==> config.mk <==
export PLATFORM = sky130hd
export DESIGN_NAME = fp_normalizer
export DESIGN_NICKNAME = d
export VERILOG_FILES = /design/src/rtl/fp_normalizer.sv
export SDC_FILE = /design/constraint.sdc
export NUM_CORES = 1
export LEC_CHECK = 0
export CORE_MARGIN = 2
export CORE_UTILIZATION = 45
export CTS_BUF_LIST = sky130_fd_sc_hd__clkbuf_4
export DETAILED_ROUTE_END_ITERATION = 12
export GPL_ROUTABILITY_DRIVEN = 0
export GPL_TIMING_DRIVEN = 0
export PLACE_DENSITY_LB_ADDON = 0.2
export REMOVE_ABC_BUFFERS = 1
export SLEW_MARGIN = 30
export SYNTH_ARGS = -nofsm -noshare
export SYNTH_HDL_FRONTEND = slang
export SYNTH_SLANG_ARGS = --single-unit
==> constraint.sdc <==
create_clock -name clk -period 3.03 [get_ports clk]
set_clock_uncertainty 0.05 [all_clocks]
set_input_delay 0.606 -clock clk [delete_from_list [all_inputs] [get_ports clk]]
set_output_delay 0.606 -clock clk [all_outputs]
set_load 0.01 [all_outputs]
==> src/rtl/fp_normalizer.sv <==
// fp_normalizer: post-add normalization stage of the single-precision adder.
// It takes the mantissa sum, the carry-out, the aligned exponent and the sign,
// and packs them into an IEEE-754 word. Rounding is truncation. Leading zeros
// are removed one bit per cycle. The input and output both use valid/ready.
module fp_normalizer (
    input  logic        clk,
    input  logic        rst,
    input  logic        in_valid,
    output logic        in_ready,
    input  logic [23:0] sum,
    input  logic        cout,
    input  logic [7:0]  exp,
    input  logic        sign,
    output logic        out_valid,
    input  logic        out_ready,
    output logic [31:0] result,
    output logic        overflow,
    output logic        zero
);

    typedef enum logic [1:0] {
        IDLE  = 2'd0,
        SHIFT = 2'd1,
        DONE  = 2'd2
    } state_t;

    state_t      state_r;
    logic [23:0] man_r;
    logic [7:0]  e_r;
    logic        s_r;
    logic        out_valid_r;
    logic [31:0] result_r;
    logic        overflow_r;
    logic        zero_r;

    logic [7:0]  e_eff_s;
    logic [7:0]  e_inc_s;
    logic [23:0] man_carry_s;
    logic [23:0] man_next_s;
    logic [7:0]  e_dec_s;

    // Packs a word. A mantissa without the hidden bit gives a denormal (exp field 0).
    function automatic logic [31:0] pack(input logic s, input logic [7:0] e,
                                         input logic [23:0] m);
        pack = {s, (m[23] ? e : 8'h00), m[22:0]};
    endfunction

    // Operand-side helpers: effective exponent, carry renormalisation, shift step.
    always_comb begin
        e_eff_s     = (exp == 8'h00) ? 8'h01 : exp;
        e_inc_s     = e_eff_s + 8'h01;
        man_carry_s = {1'b1, sum[23:1]};
        man_next_s  = {man_r[22:0], 1'b0};
        e_dec_s     = e_r - 8'h01;
    end

    // Input is accepted only in IDLE, and never while reset is asserted.
    always_comb begin
        in_ready = (state_r == IDLE) && !rst;
    end

    // Normalization FSM with registered result, flags and out_valid.
    always_ff @(posedge clk) begin
        if (rst) begin
            state_r     <= IDLE;
            man_r       <= 24'h000000;
            e_r         <= 8'h00;
            s_r         <= 1'b0;
            out_valid_r <= 1'b0;
            result_r    <= 32'h00000000;
            overflow_r  <= 1'b0;
            zero_r      <= 1'b0;
        end else begin
            case (state_r)
                IDLE: begin
                    if (in_valid) begin
                        s_r <= sign;
                        if (exp == 8'hFF) begin
                            // Inf/NaN operand: the fraction is passed through unchanged.
                            result_r    <= {sign, 8'hFF, sum[22:0]};
                            overflow_r  <= 1'b0;
                            zero_r      <= 1'b0;
                            out_valid_r <= 1'b1;
                            state_r     <= DONE;
                        end else if (cout) begin
                            man_r <= man_carry_s;
                            e_r   <= e_inc_s;
                            if (e_inc_s == 8'hFF) begin
                                result_r   <= {sign, 8'hFF, 23'h000000};
                                overflow_r <= 1'b1;
                            end else begin
                                result_r   <= pack(sign, e_inc_s, man_carry_s);
                                overflow_r <= 1'b0;
                            end
                            zero_r      <= 1'b0;
                            out_valid_r <= 1'b1;
                            state_r     <= DONE;
                        end else if (sum == 24'h000000) begin
                            result_r    <= {sign, 31'h00000000};
                            overflow_r  <= 1'b0;
                            zero_r      <= 1'b1;
                            out_valid_r <= 1'b1;
                            state_r     <= DONE;
                        end else if (sum[23] || (e_eff_s == 8'h01)) begin
                            man_r       <= sum;
                            e_r         <= e_eff_s;
                            result_r    <= pack(sign, e_eff_s, sum);
                            overflow_r  <= 1'b0;
                            zero_r      <= 1'b0;
                            out_valid_r <= 1'b1;
                            state_r     <= DONE;
                        end else begin
                            man_r   <= sum;
                            e_r     <= e_eff_s;
                            state_r <= SHIFT;
                        end
                    end else begin
                        state_r <= IDLE;
                    end
                end
                SHIFT: begin
                    man_r <= man_next_s;
                    e_r   <= e_dec_s;
                    // Stop on a restored hidden bit, or clamp at the denormal exponent.
                    if (man_next_s[23] || (e_dec_s == 8'h01)) begin
                        result_r    <= pack(s_r, e_dec_s, man_next_s);
                        overflow_r  <= 1'b0;
                        zero_r      <= 1'b0;
                        out_valid_r <= 1'b1;
                        state_r     <= DONE;
                    end else begin
                        state_r <= SHIFT;
                    end
                end
                DONE: begin
                    if (out_ready) begin
                        out_valid_r <= 1'b0;
                        state_r     <= IDLE;
                    end else begin
                        state_r <= DONE;
                    end
                end
                default: begin
                    out_valid_r <= 1'b0;
                    state_r     <= IDLE;
                end
            endcase
        end
    end

    assign out_valid = out_valid_r;
    assign result    = result_r;
    assign overflow  = overflow_r;
    assign zero      = zero_r;

endmodule

==> qor.csv, run 1 <==
stage,metric,value,unit
route,ant_nets,0,
cells_and_area,diodes,0,
critical_path,critPathBufInv,3,
timing,max_freq,346.5,MHz
placed_design,place_area,4997,µm²
clock_network,cts.hold.buffers_added,0,
synth,synth_common_cells,"nor2_1 (96), a21oi_1 (69), dfxtp_1 (69)",
clock_network,htree_levels,3,
power,pwr-share-seq,0.435,
clock_network,clockRootBuffer,clkbuf_4,
floorplanning,die_width,100.4,µm
placed_design,dp_worst_setup_slack,-863.6,ps
route,dr.pass1.iters,5,
global_route,grt_pass1_vias,4228,
synth,ys_top_cells_by_area,"dfxtp_1 (33%), nor2_1 (8.6%), a21oi_1 (8.3%)",
clock_network,insertion_delay,420,ps
critical_path,cp_cell_sequence,"clkdlybuf4s50_1, nor4_4, a31oi_2, inv_1, ha_1, a31oi_1, o211a_2, o31ai_4, buf_4, o21ai_0, a21oi_1",
timing,hold_viol,0,
worst_hold_path,worstHoldStart,result[27],
synth,postSynthRegisterBits,69,
synth,syn_avg_cell_area,7.434,µm²
timing,maxSlewViolCount,0,
critical_path,worstSetupPathType,input pin to flip-flop,
power,powerDensity,453.4,nW/µm²
clock_network,cts_tree,done,
global_route,grt_pass1_wl,20.75,mm
synth,synthCells,562,
floorplanning,core_area,9109,µm²
placed_design,dp_hpwl,8.168,mm
cells_and_area,area_growth,25.67,%
synth,syn-cell-area,4178,µm²
critical_path,critical_path.startpoint,exp[3],
cells_and_area,fillers,896,
route,routed-via-count,4446,
synth,ys.flop_type,dfxtp_1,
clock_network,cts_buffers,9,
worst_hold_path,hold_depth,2,
critical_path,cpMaxStageDelayCell,clkdlybuf4s50_1,
synth,synth_top_area_cell,dfxtp_1,
timing,rsz0062_at_grt,false,
critical_path,cp-start-kind,input pin,
critical_path,reg2reg_slack,260,ps
critical_path,ff2ff_path_depth,8,
timing,setup_viol,0,
critical_path,crit_arrival,3140,ps
floorplanning,rows,35,
route,drtIter0Drc,304,
critical_path,path_delay_family,compound AO/OA/AOI/OAI gates,
power,p_comb_frac,0.282,
floorplanning,boundaryPins,74,
route,postRouteWirelength,12.51,mm
synth,synthMostInstantiatedCell,nor2_1,
power,ir_worst_vdd,0.0002203,V
clock_network,clk_path_buf_depth,2,
power,p_leak,1.929,nW
placed_design,place_inst,700,
global_route,grt_max_degree,65,
route,wl_per_cell,17.32,µm
clock_network,cts.sinks,69,
global_route,antenna_found_initial,0,
route,drc,0,
global_route,grtUsageTotal,0.2565,
floorplanning,initial_core_util,0.4587,
synth,synth_edf_count,0,
global_route,overflow,0,
worst_hold_path,worst_hold_path.endpoint,result[27],
cells_and_area,nets,647,
synth,yosys_warnings,0,
critical_path,critPathMaxFanout,8,
timing,period_needed,2886,ps
cells_and_area,final_area,5250,µm²
timing,relSlewSlack,0.3279,
cells_and_area,fin_util,0.5764,
critical_path,crit-reg2reg-launch,e_r[0],
timing,post-route-worst-setup-slack,143.7,ps
synth,async_flop_share,0,
cells_and_area,drive_gt1_frac,0.07529,
worst_hold_path,min_path_type,flip-flop to flip-flop,
critical_path,critical-path-max-stage-delay,680,ps
synth,yosysTopAreaCellShare,0.3306,
floorplanning,die_area,10070,µm²
route,viasPerCell,6.158,
synth,synth_cell_types,52,
clock_network,cts.clk_slew.worst_paths,110,ps
power,intPower,1.626,mW
timing,tightestPinTransition,1008,ps
critical_path,end_kind,flip-flop,
outcome,status,"finished, final reports clean",
floorplanning,fp.dieH,100.4,µm
job,cap_violations,0,
critical_path,worstPathRequired,3280,ps
power,switching_share,0.3171,
power,pwr-share-clk,0.283,
power,p_sw,0.7550,mW
cells_and_area,finalNonFillerCells,722,
critical_path,worstReg2RegEnd,result[13],
synth,ys_seq_area_frac,0.3306,
timing,min_period_over_period,0.9526,
placed_design,portBuffers,73,
## how the worst max path moves through the flow
stage	cells after the start	endpoint	slack, ps
finish	11	result[1]	140
floorplan	6	e_r[0]	-1520
CTS	10	result[31]	6
global placement	6	e_r[0]	-3610
detailed placement	10	result[31]	-860
global route	11	result[1]	10
## cells in the final DEF (no fill, tap or decap), types with 15 or more instances in the layout
master | synthesis | final
nor2_1 | 96 | 96
clkdlybuf4s50_1 | 0 | 70
a21oi_1 | 69 | 69
dfxtp_1 | 69 | 69
o21ai_0 | 39 | 39
nand3_1 | 35 | 35
a211oi_1 | 28 | 28
mux2i_1 | 23 | 23
a221oi_1 | 22 | 22
nand2_1 | 15 | 15
## worst min-delay path: cells and delay by family, from the launching register on
kind / cells / cell delay, ps
flip-flops: 1 / 330
AO/OA/AOI/OAI: 1 / 60
AND/OR/NAND/NOR: 1 / 50
## power groups by stage
stage	Clock, mW	Sequential, mW	Combinational, mW
floorplan	0	1.06	0.343
global placement	0	1.05	0.608
detailed placement	0	1.05	0.638
CTS	0.684	1.03	0.651
global route	0.738	1.05	0.741
finish	0.674	1.04	0.671
## metal layers
| metal | vias up | track usage | routed length (µm) |
|---|---|---|---|
| met5 | - | 0 | 0 |
| met2 | 164 | 0.3986 | 5845 |
| li1 | 2168 | - | - |
| met4 | 0 | 0.09484 | 238 |
| met1 | 2088 | 0.3492 | 5574 |
| met3 | 26 | 0.05710 | 847 |
## timing repair
action / in CTS / in global routing
buffers inserted: 2 / 3
gates cloned: 1 / 0
pin swaps: 3 / 2
setup endpoints to repair: 35 / 37
resized for setup: 1 / 7
## layout make-up
class / count / area (µm²) / area share
Clock buffer: 10 / 75.07 / 0.01430
Clock inverter: 6 / 77.57 / 0.01478
Inverter: 8 / 30.03 / 0.005720
Timing Repair Buffer: 87 / 924.6 / 0.1761
Sequential cell: 69 / 1381 / 0.2631
Multi-Input combinational cell: 431 / 2623 / 0.4995
Tap cell: 111 / 138.9 / 0.02645
## kinds of logic after synthesis
| family | count (synthesis) | share of synthesized area |
|---|---|---|
| simple gates | 198 | 0.2207 |
| compound gates | 193 | 0.2959 |
| flops | 69 | 0.3306 |
| buf+inv | 63 | 0.06080 |
| mux | 24 | 0.05780 |
| xor+xnor | 12 | 0.02516 |
| fa+ha+maj | 3 | 0.008986 |
## through the flow
| step | setup TNS [ps] | total power, mW | hold slack (ps) |
|---|---|---|---|
| after floorplan | -61200 | 1.402 | 387.5 |
| after global placement | -193780 | 1.659 | 403.4 |
| after detailed placement | -22960 | 1.692 | 406.0 |
| after CTS | 0 | 2.370 | 423.0 |
| after global routing | 0 | 2.524 | 438.9 |
| final | 0 | 2.381 | 415.6 |
## state kept, by name (all words and copies together), names as in the netlist
name / count
state_r: 2
overflow: 1
s_r: 1
out_valid: 1
zero: 1
result: 32
e_r: 8
man_r: 23
Note: power is estimated with default switching activity, not from simulation.
==> inputs of run 2 (changes only) <==
REMOVE_ABC_BUFFERS = default   (was 1)
==> qor.csv, run 2 (synthesis gave the netlist of run 1 again) <==
stage,metric,value,unit,change
outcome,status,"finished, final reports clean",,
cells_and_area,fillers,894,,-0.22%
cells_and_area,largest_reg_flops,32,,unchanged
cells_and_area,area_growth,23.93,%,
timing,min_period_over_period,0.9794,,+0.02678
clock_network,cts_buffers,9,,unchanged
placed_design,place_inst,740,,+5.7%
clock_network,clk_path_buf_depth,2,,unchanged
cells_and_area,diodes,0,,unchanged
timing,hold_viol,0,,unchanged
critical_path,crit_arrival,3280,ps,+140 ps
critical_path,cp_cell_sequence,"clkdlybuf4s50_1, nor4_1, nand2_1, o211a_1, o31ai_4, clkbuf_4, nand4_1, a21oi_1",,
critical_path,worstPathRequired,3350,ps,+70 ps
power,p_leak,1.888,nW,-2.1%
route,postRouteWirelength,13.88,mm,+11%
route,routed-via-count,4719,,+6.1%
clock_network,clockRootBuffer,clkbuf_4,,
global_route,grtUsageTotal,0.2787,,+0.02216
global_route,grt_pass1_vias,4385,,+3.7%
global_route,overflow,0,,unchanged
critical_path,path_delay_family,compound AO/OA/AOI/OAI gates,,
critical_path,critical-path-max-stage-delay,570,ps,-110 ps
route,ant_nets,0,,unchanged
placed_design,dp_hpwl,10.20,mm,+25%
clock_network,cts.clk_slew.worst_paths,130,ps,+20 ps
placed_design,place_area,4987,µm²,-0.20%
floorplanning,rows,35,,unchanged
critical_path,cpMaxStageDelayCell,nor4_1,,
route,wl_per_cell,18.36,µm,+6.0%
power,powerDensity,445.4,nW/µm²,-1.8%
floorplanning,core_area,9109,µm²,unchanged
floorplanning,boundaryPins,74,,unchanged
cells_and_area,final_cell_mix,"nor2_1 (96), a21oi_1 (69), dfxtp_1 (69), clkdlybuf4s50_1 (66), o21ai_0 (39)",,
global_route,grt_max_degree,13,,-80%
floorplanning,initial_core_util,0.4587,,unchanged
global_route,grt_pass1_wl,22.22,mm,+7.1%
timing,rsz0062_at_grt,true,,
timing,period_needed,2967,ps,+81.13 ps
route,dr.pass1.iters,5,,unchanged
route,viasPerCell,6.242,,+1.4%
timing,max_freq,337.0,MHz,-2.7%
floorplanning,fp.dieH,100.4,µm,unchanged
critical_path,critPathMaxFanout,10,,+2
cells_and_area,drive_gt1_frac,0.06357,,-0.01172
job,cap_violations,0,,unchanged
route,drtIter0Drc,591,,+94%
global_route,antenna_found_initial,0,,unchanged
clock_network,insertion_delay,430,ps,about the same
timing,maxSlewViolCount,0,,unchanged
floorplanning,die_area,10070,µm²,unchanged
cells_and_area,final_area,5177,µm²,-1.4%
power,ir_worst_vdd,0.0001836,V,-17%
critical_path,end_kind,flip-flop,,
timing,relSlewSlack,0.5487,,+0.2208
synth,syn-num-nets,603,,
worst_hold_path,min_path_type,flip-flop to flip-flop,,
power,power,2.306,mW,-3.1%
timing,tightestPinTransition,677.0,ps,-331.1 ps
critical_path,cp-start-kind,input pin,,
placed_design,portBuffers,67,,-8.2%
clock_network,cts.sinks,69,,unchanged
timing,setup_viol,0,,unchanged
cells_and_area,fin_util,0.5684,,-0.007967
clock_network,htree_levels,3,,unchanged
clock_network,cts.hold.buffers_added,0,,unchanged
cells_and_area,nets,682,,+5.4%
cells_and_area,finalNonFillerCells,756,,+4.7%
cells_and_area,final_common_cell,nor2_1,,
critical_path,critPathBufInv,2,,-1
floorplanning,die_width,100.4,µm,unchanged
clock_network,cts_tree,done,,
route,drc,0,,unchanged
critical_path,worstSetupPathType,input pin to flip-flop,,
run 2: changes by cell type in the layout (fill, tap and decap cells not counted), sizes merged, moves of 2 or more:
cell           before  now
clkbuf             10   49
clkdlybuf4s50      70   66
clkinv              4    2
clkinvlp            0    2
run 2: final cells by class:
cell class | instances | area, µm² | share of cell area
Tap cell | 111 | 138.9 | 0.02682
Sequential cell | 69 | 1381 | 0.2668
Multi-Input combinational cell | 430 | 2585 | 0.4993
Buffer | 55 | 230.2 | 0.04447
Inverter | 8 | 30.03 | 0.005800
Clock inverter | 6 | 63.81 | 0.01232
Clock buffer | 9 | 67.56 | 0.01305
Timing Repair Buffer | 68 | 680.7 | 0.1315
run 2: per-stage QoR:
step                TNS (ps)  hold WS (ps)  setup slack, ps
floorplan                  0         393.7            375.6
global placement      -17670         397.3           -533.5
detailed placement    -19340         408.1           -576.7
CTS                        0         426.0            33.17
global route          -1.253         442.0           -1.253
finish                     0         420.2            62.53
run 2: path summary, 6_finish.rpt:
kind | start | endpoint | slack (ps) | depth (start not counted)
max | sum[3] | overflow | 60 | 8
min | result[25] | result[25] | 420 | 2
max reg2reg | e_r[0] | result[16] | 190 | 9
min reg2reg | result[25] | result[25] | 420 | 2
run 2: power breakdown:
part	internal (mW)	leakage, nW	switching [mW]
registers	0.981	0.566	0.0492
logic	0.284	1.25	0.386
clock network	0.247	0.0682	0.359
total	1.51	1.89	0.794
run 2: worst min-delay path, stage by stage, from the launching register on:
cell	delay (ps)
dfxtp_1	330
nand3_1	60
a21oi_1	50
run 2: timing repair:
item,in CTS,in global routing
endpoints found under the setup margin,21,30
pin swaps,0,3
setup buffers,0,1
gates resized for setup,5,7
endpoints found under the hold margin,0,0
run 2: layer usage:
metal,track usage,vias to the layer above,part of all wire
li1,-,2237,-
met5,0,-,0
met2,0.4419,241,0.45
met4,0.1243,0,0.033
met1,0.3726,2191,0.44
met3,0.04666,50,0.076
==> inputs of run 3 (changes only) <==
CORE_ASPECT_RATIO = 1.5   (was default)
==> qor.csv, run 3 (synthesis gave the netlist of run 1 again) <==
stage,metric,value,unit,change
outcome,status,"finished, final reports clean",,
timing,period_needed,2939,ps,-28.58 ps
route,viasPerCell,6.200,,-0.68%
critical_path,crit_arrival,3270,ps,about the same
route,wl_per_cell,18.34,µm,-0.11%
route,routed-via-count,4718,,-0.021%
global_route,grt_pass1_vias,4444,,+1.3%
clock_network,clk_path_buf_depth,2,,unchanged
power,pwr-share-clk,0.334,,+0.071
global_route,grtUsageTotal,0.2846,,+0.005903
power,pwr-share-seq,0.405,,-0.042
worst_hold_path,min_path_type,flip-flop to flip-flop,,
cells_and_area,final_cell_mix,"nor2_1 (96), a21oi_1 (69), dfxtp_1 (69), clkdlybuf4s50_1 (66), o21ai_0 (39)",,
global_route,overflow,0,,unchanged
route,ant_nets,0,,unchanged
power,p_comb_frac,0.261,,-0.029
floorplanning,die_area,10090,µm²,+0.15%
timing,hold_viol,0,,unchanged
clock_network,cts_buffers,9,,unchanged
cells_and_area,nets,684,,+0.29%
floorplanning,fp.dieH,122.0,µm,+22%
power,ir_worst_vdd,0.0003052,V,+66%
clock_network,cts.sinks,69,,unchanged
placed_design,portBuffers,67,,unchanged
route,postRouteWirelength,13.96,mm,+0.55%
global_route,antenna_found_initial,1,,+1
timing,tightestPinTransition,810.2,ps,+133.2 ps
placed_design,place_area,4989,µm²,about the same
placed_design,dp_hpwl,10.29,mm,+0.86%
global_route,grt_pass1_wl,21.71,mm,-2.3%
cells_and_area,drive_gt1_frac,0.06636,,+0.002792
clock_network,insertion_delay,440,ps,about the same
critical_path,cp-start-kind,input pin,,
cells_and_area,final_area,5253,µm²,+1.4%
power,switching_share,0.3075,,-0.03685
global_route,grt_max_degree,13,,unchanged
floorplanning,die_width,82.67,µm,-18%
clock_network,cts.clk_slew.worst_paths,120,ps,about the same
timing,min_period_over_period,0.9699,,-0.009432
power,p_sw,0.7828,mW,-1.4%
timing,setup_viol,0,,unchanged
critical_path,worstPathRequired,3360,ps,about the same
power,power,2.546,mW,+10%
critical_path,worstSetupPathType,input pin to flip-flop,,
clock_network,clockRootBuffer,clkbuf_4,,
timing,relSlewSlack,0.4599,,-0.08882
power,p_leak,1.938,nW,+2.6%
clock_network,cts_tree,done,,
floorplanning,core_area,9146,µm²,+0.41%
synth,syn-num-nets,603,,unchanged
route,dr.pass1.iters,5,,unchanged
timing,hold_slack,421.4,ps,+1.253 ps
route,drtIter0Drc,385,,-35%
floorplanning,boundaryPins,74,,unchanged
clock_network,cts.hold.buffers_added,0,,unchanged
critical_path,end_kind,flip-flop,,
cells_and_area,largest_reg_flops,32,,unchanged
timing,maxSlewViolCount,0,,unchanged
power,powerDensity,484.7,nW/µm²,+8.8%
route,drc,0,,unchanged
cells_and_area,area_growth,25.73,%,
cells_and_area,final_common_cell,nor2_1,,
floorplanning,initial_core_util,0.4568,,-0.001882
critical_path,critPathMaxFanout,10,,unchanged
cells_and_area,fin_util,0.5743,,+0.005875
power,intPower,1.763,mW,+17%
job,cap_violations,0,,unchanged
timing,max_freq,340.3,MHz,+0.97%
floorplanning,rows,43,,+23%
clock_network,htree_levels,3,,unchanged
run 3: worst max-delay path, cell delays in order:
cell	delay (ps)
clkdlybuf4s50_1	540
nor4_1	410
nand4_1	280
o211a_1	360
o31ai_4	360
buf_2	290
nand4_1	220
a21oi_1	210
run 3: worst paths after layout:
path | cells past startpoint | end | start | slack (ps)
max | 8 | overflow | sum[11] | 90
min | 2 | result[24] | result[24] | 420
max reg2reg | 10 | result[22] | e_r[0] | 130
min reg2reg | 2 | result[24] | result[24] | 420
run 3: cell type report:
cell class,count,area (µm²)
Fill cell,896,3894
Multi-Input combinational cell,430,2564
Sequential cell,69,1381
Timing Repair Buffer,70,695.7
Buffer,55,234.0
Tap cell,112,140.1
Clock inverter,7,137.6
Clock buffer,9,67.56
Inverter,8,30.03
Antenna cell,1,2.502
run 3: power groups by stage:
stage / combinational [mW] / sequential, mW / clock [mW]
after CTS: 0.652 / 1.03 / 0.863
after detailed placement: 0.646 / 1.05 / 0
after floorplan: 0.387 / 1.06 / 0
final: 0.664 / 1.03 / 0.851
after global placement: 0.636 / 1.05 / 0
after global routing: 0.726 / 1.04 / 0.900
run 3: what timing repair did:
item | in CTS | in global routing
resized for setup | 3 | 10
buffers inserted | 1 | 2
pin swaps | 1 | 4
setup endpoints to repair | 30 | 33
run 3: through the flow:
stage / instances / TNS (ps) / setup slack [ps]
global placement: 741 / -17410 / -592.7
floorplan: 562 / 0 / 375.6
CTS: 758 / 0 / 14.12
global route: 761 / -29.11 / -14.29
detailed placement: 741 / -20280 / -672.4
finish: 761 / 0 / 91.10
run 3: per-layer routing:
layer | track usage | up-vias | share of wire
met5 | 0 | - | 0
met4 | 0.1609 | 0 | 0.052
met3 | 0.06444 | 58 | 0.071
met2 | 0.4773 | 207 | 0.50
met1 | 0.3248 | 2224 | 0.38
li1 | - | 2229 | -
